## config.mk

```make
export PLATFORM = sky130hd
export DESIGN_NAME = lfsr_prbs_gen_flat
export DESIGN_NICKNAME = d
export VERILOG_FILES = /design/src/rtl/lfsr_prbs_gen_if.sv /design/src/rtl/lfsr_prbs_gen.sv /design/src/flat_wrapper.sv
export SDC_FILE = /design/constraint.sdc
export NUM_CORES = 1
export LEC_CHECK = 0
export CAP_MARGIN = 25
export CORE_ASPECT_RATIO = 1.5
export CORE_MARGIN = 5
export CORE_UTILIZATION = 25
export CTS_CLUSTER_SIZE = 14
export DETAILED_ROUTE_END_ITERATION = 8
export GPL_TIMING_DRIVEN = 0
export HOLD_SLACK_MARGIN = 0.03
export PLACE_DENSITY = 0.39
export SYNTH_ARGS = -nofsm -noshare
export SYNTH_HDL_FRONTEND = slang
export SYNTH_SLANG_ARGS = --single-unit
export TNS_END_PERCENT = 20
```

## constraint.sdc

```tcl
create_clock -name clk -period 6.15 [get_ports clk]
set_input_delay 0.9225 -clock clk [delete_from_list [all_inputs] [get_ports clk]]
set_output_delay 0.9225 -clock clk [all_outputs]
set_load 0.01 [all_outputs]
```

## src/rtl/lfsr_prbs_gen_if.sv

```systemverilog
`default_nettype none
// ============================================================================
//  Module      : lfsr_prbs_gen_if
//  Description : Beat output channel of the PRBS generator. The generator
//                drives a W-bit beat with a valid flag; the consumer answers
//                with ready. A beat is transferred on a clock edge where
//                out_valid and out_ready are both high.
//                  out_valid  master->slave  beat available
//                  out_data   master->slave  W beat bits, first bit in MSB
//                  out_ready  slave->master  consumer accepts the beat
//  Revision    : 1.0 - initial release
// ============================================================================
interface lfsr_prbs_gen_if #(
    parameter int W = 8
);
    logic         out_valid;
    logic         out_ready;
    logic [W-1:0] out_data;

    modport master (
        output out_valid,
        output out_data,
        input  out_ready
    );

    modport slave (
        input  out_valid,
        input  out_data,
        output out_ready
    );
endinterface
`default_nettype wire

```

## src/rtl/lfsr_prbs_gen.sv

```systemverilog
`default_nettype none
// ============================================================================
//  Module      : lfsr_prbs_gen
//  Description : Programmable PRBS source. An N-bit LFSR in Fibonacci or
//                Galois form advances W steps per accepted beat and presents
//                the W generated bits on a valid/ready channel.
//  Ports       : clk       rising-edge clock
//                rst_n     asynchronous active-low reset
//                load      strobe: latch seed / mask / galois (IDLE only)
//                seed      initial LFSR state (zero is replaced)
//                mask      tap mask, bit i = tap on state bit i
//                galois    0 = Fibonacci, 1 = Galois
//                start     begin generation from the current state
//                stop      end generation after the pending beat
//                prbs      beat channel (out_valid / out_data / out_ready)
//                busy      generator not idle
//                lockup    sticky: a zero seed was replaced
//                load_err  one-cycle pulse: load attempted while busy
//                beat_cnt  accepted beats, wraps
//  Revision    : 1.0 - initial release
// ============================================================================
module lfsr_prbs_gen #(
    parameter int             N            = 32,
    parameter int             W            = 8,
    parameter logic [N-1:0]   DEFAULT_SEED = N'(1),
    parameter int             CNT_W        = 32
) (
    input  wire logic             clk,
    input  wire logic             rst_n,
    input  wire logic             load,
    input  wire logic [N-1:0]     seed,
    input  wire logic [N-1:0]     mask,
    input  wire logic             galois,
    input  wire logic             start,
    input  wire logic             stop,
    lfsr_prbs_gen_if.master       prbs,
    output logic                  busy,
    output logic                  lockup,
    output logic                  load_err,
    output logic [CNT_W-1:0]      beat_cnt
);

    typedef enum logic [1:0] {
        ST_IDLE  = 2'd0,
        ST_RUN   = 2'd1,
        ST_DRAIN = 2'd2
    } state_t;

    state_t             state_q,    state_d;
    logic [N-1:0]       s_q,        s_d;
    logic [N-1:0]       m_q,        m_d;
    logic               g_q,        g_d;
    logic [W-1:0]       data_q,     data_d;
    logic               valid_q,    valid_d;
    logic [CNT_W-1:0]   cnt_q,      cnt_d;
    logic               lockup_q,   lockup_d;
    logic               load_err_q, load_err_d;

    // Next beat and the state after it, always computed from the current
    // state so a new beat can be registered on the same edge as a handshake.
    logic [W-1:0]       beat_bits;
    logic [N-1:0]       beat_state;

    always_comb begin
        logic [N-1:0] st;
        logic [W-1:0] bits;
        st   = s_q;
        bits = '0;
        for (int k = 0; k < W; k++) begin
            // Shift each new bit in at the LSB so step 0 ends up in the MSB.
            bits = W'({bits, st[N-1]});
            if (g_q) begin
                st = {st[N-2:0], 1'b0} ^ (st[N-1] ? m_q : '0);
            end else begin
                st = {st[N-2:0], ^(st & m_q)};
            end
        end
        beat_bits  = bits;
        beat_state = st;
    end

    logic handshake;
    assign handshake = valid_q & prbs.out_ready;

    always_comb begin
        state_d    = state_q;
        s_d        = s_q;
        m_d        = m_q;
        g_d        = g_q;
        data_d     = data_q;
        valid_d    = valid_q;
        cnt_d      = cnt_q;
        lockup_d   = lockup_q;
        load_err_d = 1'b0;

        case (state_q)
            ST_IDLE: begin
                // load takes priority over a simultaneous start
                if (load) begin
                    m_d = mask;
                    g_d = galois;
                    if (seed == '0) begin
                        s_d      = DEFAULT_SEED;
                        lockup_d = 1'b1;
                    end else begin
                        s_d      = seed;
                        lockup_d = 1'b0;
                    end
                end else if (start) begin
                    data_d  = beat_bits;
                    s_d     = beat_state;
                    valid_d = 1'b1;
                    state_d = ST_RUN;
                end
            end

            ST_RUN: begin
                load_err_d = load;
                if (handshake) begin
                    cnt_d = cnt_q + CNT_W'(1);
                    if (stop) begin
                        valid_d = 1'b0;
                        state_d = ST_IDLE;
                    end else begin
                        data_d = beat_bits;
                        s_d    = beat_state;
                    end
                end else if (stop) begin
                    state_d = ST_DRAIN;
                end
            end

            ST_DRAIN: begin
                load_err_d = load;
                if (handshake) begin
                    cnt_d   = cnt_q + CNT_W'(1);
                    valid_d = 1'b0;
                    state_d = ST_IDLE;
                end
            end

            default: begin
                valid_d = 1'b0;
                state_d = ST_IDLE;
            end
        endcase
    end

    always_ff @(posedge clk or negedge rst_n) begin
        if (!rst_n) begin
            state_q    <= ST_IDLE;
            s_q        <= '0;
            m_q        <= '0;
            g_q        <= 1'b0;
            data_q     <= '0;
            valid_q    <= 1'b0;
            cnt_q      <= '0;
            lockup_q   <= 1'b0;
            load_err_q <= 1'b0;
        end else begin
            state_q    <= state_d;
            s_q        <= s_d;
            m_q        <= m_d;
            g_q        <= g_d;
            data_q     <= data_d;
            valid_q    <= valid_d;
            cnt_q      <= cnt_d;
            lockup_q   <= lockup_d;
            load_err_q <= load_err_d;
        end
    end

    assign prbs.out_valid = valid_q;
    assign prbs.out_data  = data_q;
    assign busy           = (state_q != ST_IDLE);
    assign lockup         = lockup_q;
    assign load_err       = load_err_q;
    assign beat_cnt       = cnt_q;

endmodule
`default_nettype wire

```

## src/flat_wrapper.sv

```systemverilog
// flat-port wrapper written by rule: the top's interface ports become plain ports
module lfsr_prbs_gen_flat 
#(
    parameter int             N            = 32,
    parameter int             W            = 8,
    parameter logic [N-1:0]   DEFAULT_SEED = N'(1),
    parameter int             CNT_W        = 32
)
  (clk, rst_n, load, seed, mask, galois, start, stop, busy, lockup, load_err, beat_cnt, prbs_out_valid, prbs_out_data, prbs_out_ready);
  lfsr_prbs_gen_if #(.W(W)) prbs_i ();
  input  wire logic clk;
  input  wire logic rst_n;
  input  wire logic load;
  input  wire logic [N-1:0] seed;
  input  wire logic [N-1:0] mask;
  input  wire logic galois;
  input  wire logic start;
  input  wire logic stop;
  output logic busy;
  output logic lockup;
  output logic load_err;
  output logic [CNT_W-1:0] beat_cnt;
  output wire logic [$bits(prbs_i.out_valid)-1:0] prbs_out_valid;
  output wire logic [$bits(prbs_i.out_data)-1:0] prbs_out_data;
  input wire logic [$bits(prbs_i.out_ready)-1:0] prbs_out_ready;
  assign prbs_out_valid = prbs_i.out_valid;
  assign prbs_out_data = prbs_i.out_data;
  assign prbs_i.out_ready = prbs_out_ready;
  lfsr_prbs_gen #(.N(N), .W(W), .DEFAULT_SEED(DEFAULT_SEED), .CNT_W(CNT_W)) u_core (.clk(clk), .rst_n(rst_n), .load(load), .seed(seed), .mask(mask), .galois(galois), .start(start), .stop(stop), .prbs(prbs_i), .busy(busy), .lockup(lockup), .load_err(load_err), .beat_cnt(beat_cnt));
endmodule
```

**Word level (Yosys, flattened, before mapping)**

Index checks and enable logic that the tools add are counted.

- Word-level logic and storage cells: 97
- Register bits: 110
- Bits of input ports: 71

- Equality and inequality tests: 9
- Add/subtract/negate cells: 1
- Multiplexer cells: 42
- Reduce and logical (&&, ||, !) cells: 19
- Bitwise logic cells: 17

Operators by type and width:

| kind | count |
|---|---|
| 2-to-1 mux 32 bit | 21 |
| bitwise AND 32 bit | 8 |
| parity 32 bit | 8 |
| bitwise XOR 32 bit | 8 |
| case mux 32 bit (2 select lines) | 1 |
| adder 32 x 1 -> 32 bit, second input constant | 1 |
| logical NOT 32 bit | 1 |
| 2-to-1 mux 8 bit | 4 |
| case mux 8 bit (2 select lines) | 1 |
| 2-to-1 mux 2 bit | 6 |
| AND reduction 5 bit | 2 |
| inequality test 2 bit, second input constant | 4 |
| AND reduction 4 bit | 2 |
| 2-to-1 mux 1 bit | 7 |
| case mux 2 bit (3 select lines) | 1 |
| inequality test 2 x 1 -> 1 bit, second input constant | 2 |
| AND reduction 2 bit | 2 |
| nonzero test 2 bit | 2 |
| inequality test 3 bit, second input constant | 1 |
| case mux 1 bit (3 select lines) | 1 |
| equality test 2 x 1 -> 1 bit, second input constant | 1 |
| equality test 2 bit, second input constant | 1 |
| logical NOT 2 bit | 1 |
| OR reduction 2 bit | 1 |
| bitwise AND 1 bit | 1 |

**Logic depth before layout (Yosys ltp)**

Gate-level depths: netlist (run 1).

- Depth after elaboration: 27
- Depth in mapped cells: 27
- Gate-level depth less buffers: 20

**Worst setup path before layout (run 1)**

Ideal clock, no wire load.

- Path type: register to register
- Start point: reg u_core.s_q[30]
- End point: reg u_core.s_q[0]
- Arrival time: 5.049 ns
- Setup slack: 0.980 ns
- Clock period less this slack: 5.170 ns
- Stages on the path, launching flop included: 23
- Path buffers: 3
- Path through: dfrtp_1 -> buf_2 -> buf_4 -> and2_1 -> a21oi_4 -> buf_2 -> mux2i_1 -> xnor2_1 -> mux2i_1 -> xor2_1 -> xnor2_1 -> xnor2_1 -> xnor2_1 -> xor3_1 -> o211ai_2 -> xnor3_1 -> and4b_1 -> or4_1 -> nand3_2 -> o211ai_1 -> xnor3_1 -> o21ai_1 -> a22o_1

- Word-level cells in the longest chain between the ends: 27
- Elaborated cells between the ends (all ways): 44

Ends and longest elaborated chain:

| what | line | text |
|---|---|---|
| start, declared | lfsr_prbs_gen.sv:50 | `logic [N-1:0] s_q, s_d;` |
| start signal, assigned | lfsr_prbs_gen.sv:152 | `s_q <= '0;` |
| start signal, assigned | lfsr_prbs_gen.sv:162 | `s_q <= s_d;` |
| bitwise AND 32 bit | lfsr_prbs_gen.sv:75 | `st = {st[N-2:0], ^(st & m_q)};` |
| parity 32 bit | lfsr_prbs_gen.sv:75 |  |
| 2-to-1 mux 32 bit * | lfsr_prbs_gen.sv:72 | `if (g_q) begin` |
| bitwise AND 32 bit | lfsr_prbs_gen.sv:75 |  |
| parity 32 bit | lfsr_prbs_gen.sv:75 |  |
| 2-to-1 mux 32 bit * | lfsr_prbs_gen.sv:72 |  |
| bitwise AND 32 bit | lfsr_prbs_gen.sv:75 |  |
| parity 32 bit | lfsr_prbs_gen.sv:75 |  |
| [11 not listed] | -- |  |
| parity 32 bit | lfsr_prbs_gen.sv:75 |  |
| 2-to-1 mux 32 bit * | lfsr_prbs_gen.sv:72 |  |
| bitwise AND 32 bit | lfsr_prbs_gen.sv:75 |  |
| parity 32 bit | lfsr_prbs_gen.sv:75 |  |
| 2-to-1 mux 32 bit * | lfsr_prbs_gen.sv:72 |  |
| 2-to-1 mux 32 bit, on equally long branches | lfsr_prbs_gen.sv:121, lfsr_prbs_gen.sv:109 |  |
| 2-to-1 mux 32 bit, on equally long branches | lfsr_prbs_gen.sv:119, lfsr_prbs_gen.sv:99 |  |
| case mux 32 bit (2 select lines) * | lfsr_prbs_gen.sv:96 | `case (state_q)` |

Every way passes the cells marked *; elsewhere a longest branch is shown, timed or not. The select of a mux whose other input is x is not followed.
A chain may end at the register's enable or synchronous reset.

**Final worst setup path (run 1)**

- Start point: reg u_core.g_q
- End point: reg u_core.s_q[0]

- Word-level cells in the longest chain between the ends: 25
- Elaborated cells between the ends (all ways): 41

Ends and longest elaborated chain:

| what | line | text |
|---|---|---|
| start, declared | lfsr_prbs_gen.sv:52 | `logic g_q, g_d;` |
| start signal, assigned | lfsr_prbs_gen.sv:164 | `g_q <= g_d;` |
| 2-to-1 mux 32 bit | lfsr_prbs_gen.sv:72 |  |
| bitwise AND 32 bit or 2-to-1 mux 32 bit (tied branches) | lfsr_prbs_gen.sv:75, lfsr_prbs_gen.sv:73 |  |
| parity 32 bit or bitwise XOR 32 bit (tied branches) | lfsr_prbs_gen.sv:75, lfsr_prbs_gen.sv:73 |  |
| 2-to-1 mux 32 bit | lfsr_prbs_gen.sv:72 |  |
| bitwise AND 32 bit or 2-to-1 mux 32 bit (tied branches) | lfsr_prbs_gen.sv:75, lfsr_prbs_gen.sv:73 |  |
| parity 32 bit or bitwise XOR 32 bit (tied branches) | lfsr_prbs_gen.sv:75, lfsr_prbs_gen.sv:73 |  |
| 2-to-1 mux 32 bit | lfsr_prbs_gen.sv:72 |  |
| bitwise AND 32 bit or 2-to-1 mux 32 bit (tied branches) | lfsr_prbs_gen.sv:75, lfsr_prbs_gen.sv:73 |  |
| [9 not listed] | -- |  |
| parity 32 bit or bitwise XOR 32 bit (tied branches) | lfsr_prbs_gen.sv:75, lfsr_prbs_gen.sv:73 |  |
| 2-to-1 mux 32 bit | lfsr_prbs_gen.sv:72 |  |
| bitwise AND 32 bit or 2-to-1 mux 32 bit (tied branches) | lfsr_prbs_gen.sv:75, lfsr_prbs_gen.sv:73 |  |
| parity 32 bit or bitwise XOR 32 bit (tied branches) | lfsr_prbs_gen.sv:75, lfsr_prbs_gen.sv:73 |  |
| 2-to-1 mux 32 bit * | lfsr_prbs_gen.sv:72 |  |
| 2-to-1 mux 32 bit, on equally long branches | lfsr_prbs_gen.sv:121, lfsr_prbs_gen.sv:109 |  |
| 2-to-1 mux 32 bit, on equally long branches | lfsr_prbs_gen.sv:119, lfsr_prbs_gen.sv:99 |  |
| case mux 32 bit (2 select lines) * | lfsr_prbs_gen.sv:96 |  |

Marks and branches as above.

==> impl_metrics.env, run 1 <==
export IMPL_synth_top_area_cell="xnor2_1"
export IMPL_final_cell_mix="333 x nand2_1, 333 x xnor2_1, 131 x a21oi_1, 131 x xor2_1, 129 x o21ai_0"
export IMPL_finalCritPeriodShare=0.984
export IMPL_die_area_sq_um=72100
export IMPL_rsz0062_at_grt="yes"
export IMPL_synthFlopType="dfrtp_1"
export IMPL_vias_per_cell=5.33
export IMPL_drc_errors=0
export IMPL_path_buf_inv=8
export IMPL_synth_edff_count=0
export IMPL_cp_max_fo=10
export IMPL_clk_insertion_delay_late_ps=390
export IMPL_slowest_delay_ps=580
export IMPL_synth_async_reset_ratio=1.00
export IMPL_cp_required_ps=6470
export IMPL_synth_seq_cells=110
export IMPL_layout_min_cycle_time_ps=6050
export IMPL_yosysWarningCount=0
export IMPL_n_antenna_cell=0
export IMPL_path_delay_family="XOR/XNOR gates"
export IMPL_end_kind="flop"
export IMPL_initial_core_util=0.251
export IMPL_cp_data_arrival_time_ps=6370
export IMPL_syn_avg_cell_area_sq_um=7.62
export IMPL_final_nets=2433
export IMPL_drt_pass1_iterations=5
export IMPL_yosysSeqAreaShare=0.165
export IMPL_wire_per_inst_um=30.2
export IMPL_num_vias=17300
export IMPL_die_h_um=326
export IMPL_cts_path_max_buffers=2
export IMPL_layout_drive_gt1_share=0.165
export IMPL_slew_limit_headroom=0.251
export IMPL_tightest_slew_ps=1120
export IMPL_synth_nets=2263
export IMPL_dpl_hpwl_um=78800
export IMPL_grt_max_degree=91
export IMPL_core_area_sq_um=66500
export IMPL_drt_iter0_markers=1504
export IMPL_global_route_usage_met1=0.284
export IMPL_slew_viol_final=0
export IMPL_wirelength_um=98000
export IMPL_finalSetupViolations=0
export IMPL_fillerInstances=7265
export IMPL_htreeDepth=3
export IMPL_cts_reportedPaths_clkPinSlew_ps=90
export IMPL_critPathSlowestCell="xor2_1"
export IMPL_fmax_mhz=165
export IMPL_place_gp_congestion=1.00
export IMPL_finalHoldViolations=0
export IMPL_finalSetupTns_ps=0
export IMPL_cts_sinks=110
export IMPL_track_usage=0.260
export IMPL_die_w_um=221
export IMPL_synthCells=2188
export IMPL_outcome="completed"
export IMPL_cap_violations=0
export IMPL_hp_class="input pin to asynchronous set/reset pin"
export IMPL_r2r_start="u_core.g_q"
export IMPL_startpoint="u_core.g_q"
export IMPL_synth_top_cells_by_area="xnor2_1 20%, dfrtp_1 17%, xor2_1 9.1%, nand2_1 7.6%, a21oi_1 4.1%"
export IMPL_syn_to_final_growth_pct=26.9
export IMPL_grt_remaining_overflow=0
export IMPL_cts_root_buf="clkbuf_16"
export IMPL_numCtsBuffers=9
export IMPL_num_rows=116
export IMPL_grt_pass1_vias=17100
export IMPL_antenna_left=0
export IMPL_synth_top_cell_area_share=0.200
export IMPL_hold_slack_ps=365
export IMPL_grt_pass1_wl_um=134000
export IMPL_finalClockSkew_ps=15.6
export IMPL_port_buffers=114
export IMPL_busiest_layer="met2"
export IMPL_synthDistinctLibCells=84
export IMPL_met3_usage=0.0307
export IMPL_crit_chain="clkbuf_4 > buf_6 > buf_4 > buf_2 > nand2_1 > o32ai_2 > buf_4 > o21a_1 > nor2_4 > buf_6 > buf_6 > buf_4 > nand2_1 > mux2_2 > xor2_1 > xor2_1 > a21oi_1 > xor2_1 > xnor2_1 > xnor2_2 > xnor2_2 > xnor3_1 > o21ai_1 > a22o_1"
export IMPL_io_pins=115
export IMPL_antenna_found_initial=4
export IMPL_final_util=0.318
export IMPL_ff2ff_setup_slack_ps=100
export IMPL_start_kind="flop"
export IMPL_netlist_area_sq_um=16700
export IMPL_tritoncts="yes"
export IMPL_use_met2=0.460
export IMPL_critPathKind="flop to flop"
## logic make-up after synthesis
kind of cell               synth area share
xor gates and xnor gates              0.343
adders and majority gates           0.00300
and+or+nand+nor                       0.198
AOI/OAI and AO/OA                     0.163
DFF                                   0.165
muxes                                0.0690
buffers and inverters                0.0586
## registers in the layout (all words and copies together), names as in the netlist
signal and cells:
u_core.beat_cnt 32, u_core.m_q 32, u_core.s_q 32, u_core.prbs.out_data 8, u_core.state_q 2, u_core.g_q 1, u_core.load_err 1, u_core.lockup 1
u_core.prbs.out_valid 1
## what timing repair did
item | in CTS | in global routing
gates resized for setup | 149 | 96
buffers inserted | 34 | 17
endpoints found under the setup margin | 34 | 22
pin swaps | 16 | 13
hold buffers | 0 | 0
gates cloned | 0 | 0
## final cells by class
| class | instances | area, sq um | share of cell area |
|---|---|---|---|
| Multi-Input combinational cell | 1853 | 14100 | 0.667 |
| Clock buffer | 9 | 225 | 0.0106 |
| Timing Repair Buffer | 177 | 1810 | 0.0857 |
| Buffer | 176 | 927 | 0.0438 |
| Sequential cell | 110 | 2760 | 0.130 |
| Tap cell | 885 | 1110 | 0.0523 |
| Clock inverter | 7 | 88.8 | 0.00420 |
| Inverter | 31 | 126 | 0.00597 |
## per-stage QoR
stage	instances	cell area [sq um]	worst slack (ps)
after detailed placement	3199	19100	-1520
final	3248	21200	97.6
after CTS	3237	20500	0.201
after global placement	3187	18900	-1590
after floorplan	2188	16700	980
after global routing	3248	21200	-41.5
## synth_stat cells (28+ instances only)
cell,instances
xor2_1,174
mux2i_1,61
o21ai_0,129
mux2_2,48
nor2_1,78
nand2_1,336
and3_1,55
dfrtp_1,110
buf_2,43
a21oi_1,137
clkbuf_1,120
nand3_1,80
nor3_1,40
xnor3_1,28
xnor2_1,380
## path summary, 6_finish.rpt
| check | end | cells past startpoint |
|---|---|---|
| worst min-delay path | u_core.beat_cnt[28] | 1 |
| worst min register to register | u_core.beat_cnt[31] | 1 |
| worst max-delay path | u_core.s_q[0] | 24 |
| min in group clk | u_core.beat_cnt[31] | 1 |
| worst max register to register | u_core.s_q[0] | 24 |
| max in group asynchronous | u_core.m_q[12] | 2 |
## layer usage
metal	wire, um	vias up
li1	-	7729
met1	35300	8434
met2	47900	837
met3	5100	298
met4	9660	2
met5	19	-
Power of run 1 is left out: the tool's default activity adds up to more than one toggle a clock period on the data nets, which glitch-free logic cannot reach.
==> run 2, diff against run 1 <==
Settings changed: CORE_UTILIZATION 25 to 35, PLACE_DENSITY 0.39 to 0.51.
==> run 2 against run 1 <==
  * Global-route usage is 6.9 points higher
  * Sequential share of layout area is 0.51 points higher
  * Highest routed layer is now met4
  * Worst setup slack got worse by 6.8 ps
  * Critical path type unchanged
  * Final cell count is 9.2% lower
  * Critical path depth decreased by 2
  * Clock skew shrank 3.9 ps
  * Clock-buffer cell count did not move
  * Design area down 3.5%
  * Die area shrank 28%
  * Via count grew 0.23%
  * Routed wire length decreased by 9.0%
==> impl_metrics.env, run 2 (same netlist as run 1, synthesis figures left out) <==
export IMPL_die_w_um=188
export IMPL_tightest_slew_ps=1160
export IMPL_final_nets=2418
export IMPL_cap_violations=0
export IMPL_finalClockSkew_ps=11.7
export IMPL_fmax_mhz=165
export IMPL_num_vias=17300
export IMPL_syn_to_final_growth_pct=22.5
export IMPL_numCtsBuffers=9
export IMPL_layout_drive_gt1_share=0.163
export IMPL_initial_core_util=0.351
export IMPL_cts_root_buf="clkbuf_16"
export IMPL_path_buf_inv=3
export IMPL_track_usage=0.329
export IMPL_cts_path_max_buffers=2
export IMPL_place_gp_congestion=1.04
export IMPL_ff2ff_setup_slack_ps=90
export IMPL_antenna_left=0
export IMPL_cts_sinks=110
export IMPL_dpl_hpwl_um=71100
export IMPL_wirelength_um=89200
export IMPL_core_area_sq_um=47500
export IMPL_vias_per_cell=5.88
export IMPL_end_kind="flop"
export IMPL_antenna_found_initial=2
export IMPL_die_h_um=277
export IMPL_slowest_delay_ps=650
export IMPL_cp_max_fo=10
export IMPL_use_met2=0.541
export IMPL_hp_class="input pin to asynchronous set/reset pin"
export IMPL_port_buffers=114
export IMPL_met3_usage=0.0417
export IMPL_global_route_usage_met1=0.376
export IMPL_htreeDepth=3
export IMPL_io_pins=115
export IMPL_finalHoldViolations=0
export IMPL_busiest_layer="met2"
export IMPL_grt_max_degree=61
export IMPL_cp_data_arrival_time_ps=6320
export IMPL_drc_errors=0
export IMPL_wire_per_inst_um=30.3
export IMPL_path_delay_family="XOR/XNOR gates"
export IMPL_final_cell_mix="338 x xnor2_1, 332 x nand2_1, 134 x xor2_1"
export IMPL_hold_slack_ps=486
export IMPL_grt_remaining_overflow=0
export IMPL_post_dp_cell_area_sq_um=18600
export IMPL_slew_limit_headroom=0.224
export IMPL_clk_insertion_delay_late_ps=370
export IMPL_grt_pass1_wl_um=124000
export IMPL_tritoncts="yes"
export IMPL_critPathKind="flop to flop"
export IMPL_cts_reportedPaths_clkPinSlew_ps=80
export IMPL_final_area_sq_um=20400
export IMPL_layout_commonest_cell="xnor2_1"
export IMPL_finalSetupViolations=0
export IMPL_finalCritPeriodShare=0.985
export IMPL_cp_required_ps=6410
export IMPL_layout_min_cycle_time_ps=6060
export IMPL_outcome="completed"
export IMPL_drt_pass1_iterations=7
export IMPL_slew_viol_final=0
export IMPL_grt_pass1_vias=16800
export IMPL_num_rows=98
export IMPL_crit_chain="buf_2 > and3b_1 > buf_2 > o21ai_4 > xor2_4 > buf_4 > xnor2_2 > o21ai_2 > nand2_2 > and3_1 > xnor2_1 > xnor2_1 > nor2b_1 > xnor3_1 > xnor3_1 > xnor3_1 > or4_1 > nand3_2 > o211ai_1 > xnor3_1 > o21ai_1 > a22o_1"
export IMPL_critPathSlowestCell="xnor2_1"
export IMPL_drt_iter0_markers=1805
export IMPL_die_area_sq_um=52200
export IMPL_path_common_cell="xnor3_1"
export IMPL_start_kind="flop"
[run 2: worst paths after layout]
check / from / to / depth (start not counted)
setup / recovery: u_core.s_q[30] / u_core.s_q[0] / 22
hold / removal: rst_n / u_core.beat_cnt[29] / 1
setup reg to reg: u_core.s_q[30] / u_core.s_q[0] / 22
hold reg to reg: u_core.beat_cnt[31] / u_core.beat_cnt[31] / 1
max in group asynchronous: rst_n / u_core.s_q[0] / 2
min in group clk: u_core.beat_cnt[31] / u_core.beat_cnt[31] / 1
[run 2: layout make-up]
class,instances,area [sq um]
antenna,1,2.50
buffer,169,878
clock buffer,9,225
clock inverter,7,75.1
fill,4831,27000
inverter,31,123
multi-input combinational,1853,14000
sequential,110,2770
tap,600,751
timing repair buffer,169,1630
[run 2: layer usage]
metal | vias to the layer above | wire length [um]
li1 | 7717 | -
met1 | 8283 | 31800
met2 | 1030 | 40900
met3 | 310 | 6630
met4 | 0 | 9970
met5 | - | 0
[run 2: metrics by stage]
| stage | setup TNS, ps | instances | setup slack [ps] | utilization |
|---|---|---|---|---|
| 2_1_floorplan | 0 | 2188 | 980 | - |
| 3_3_place_gp | -55560 | 2902 | -1210 | 0.391 |
| 3_5_place_dp | -20270 | 2907 | -1130 | 0.393 |
| 4_1_cts | 0 | 2930 | 0.967 | 0.413 |
| 5_1_grt | -42.0 | 2948 | -42.0 | 0.430 |
| 6_report | 0 | 2949 | 90.7 | 0.430 |
[run 2: timing repair]
| action | CTS | global route |
|---|---|---|
| hold endpoints to repair | 0 | 0 |
| setup endpoints to repair | 33 | 24 |
| resized for setup | 106 | 130 |
| hold buffers | 0 | 0 |
| pin swaps | 9 | 14 |
| setup buffers | 18 | 32 |
Power of run 2 is left out for the same reason.
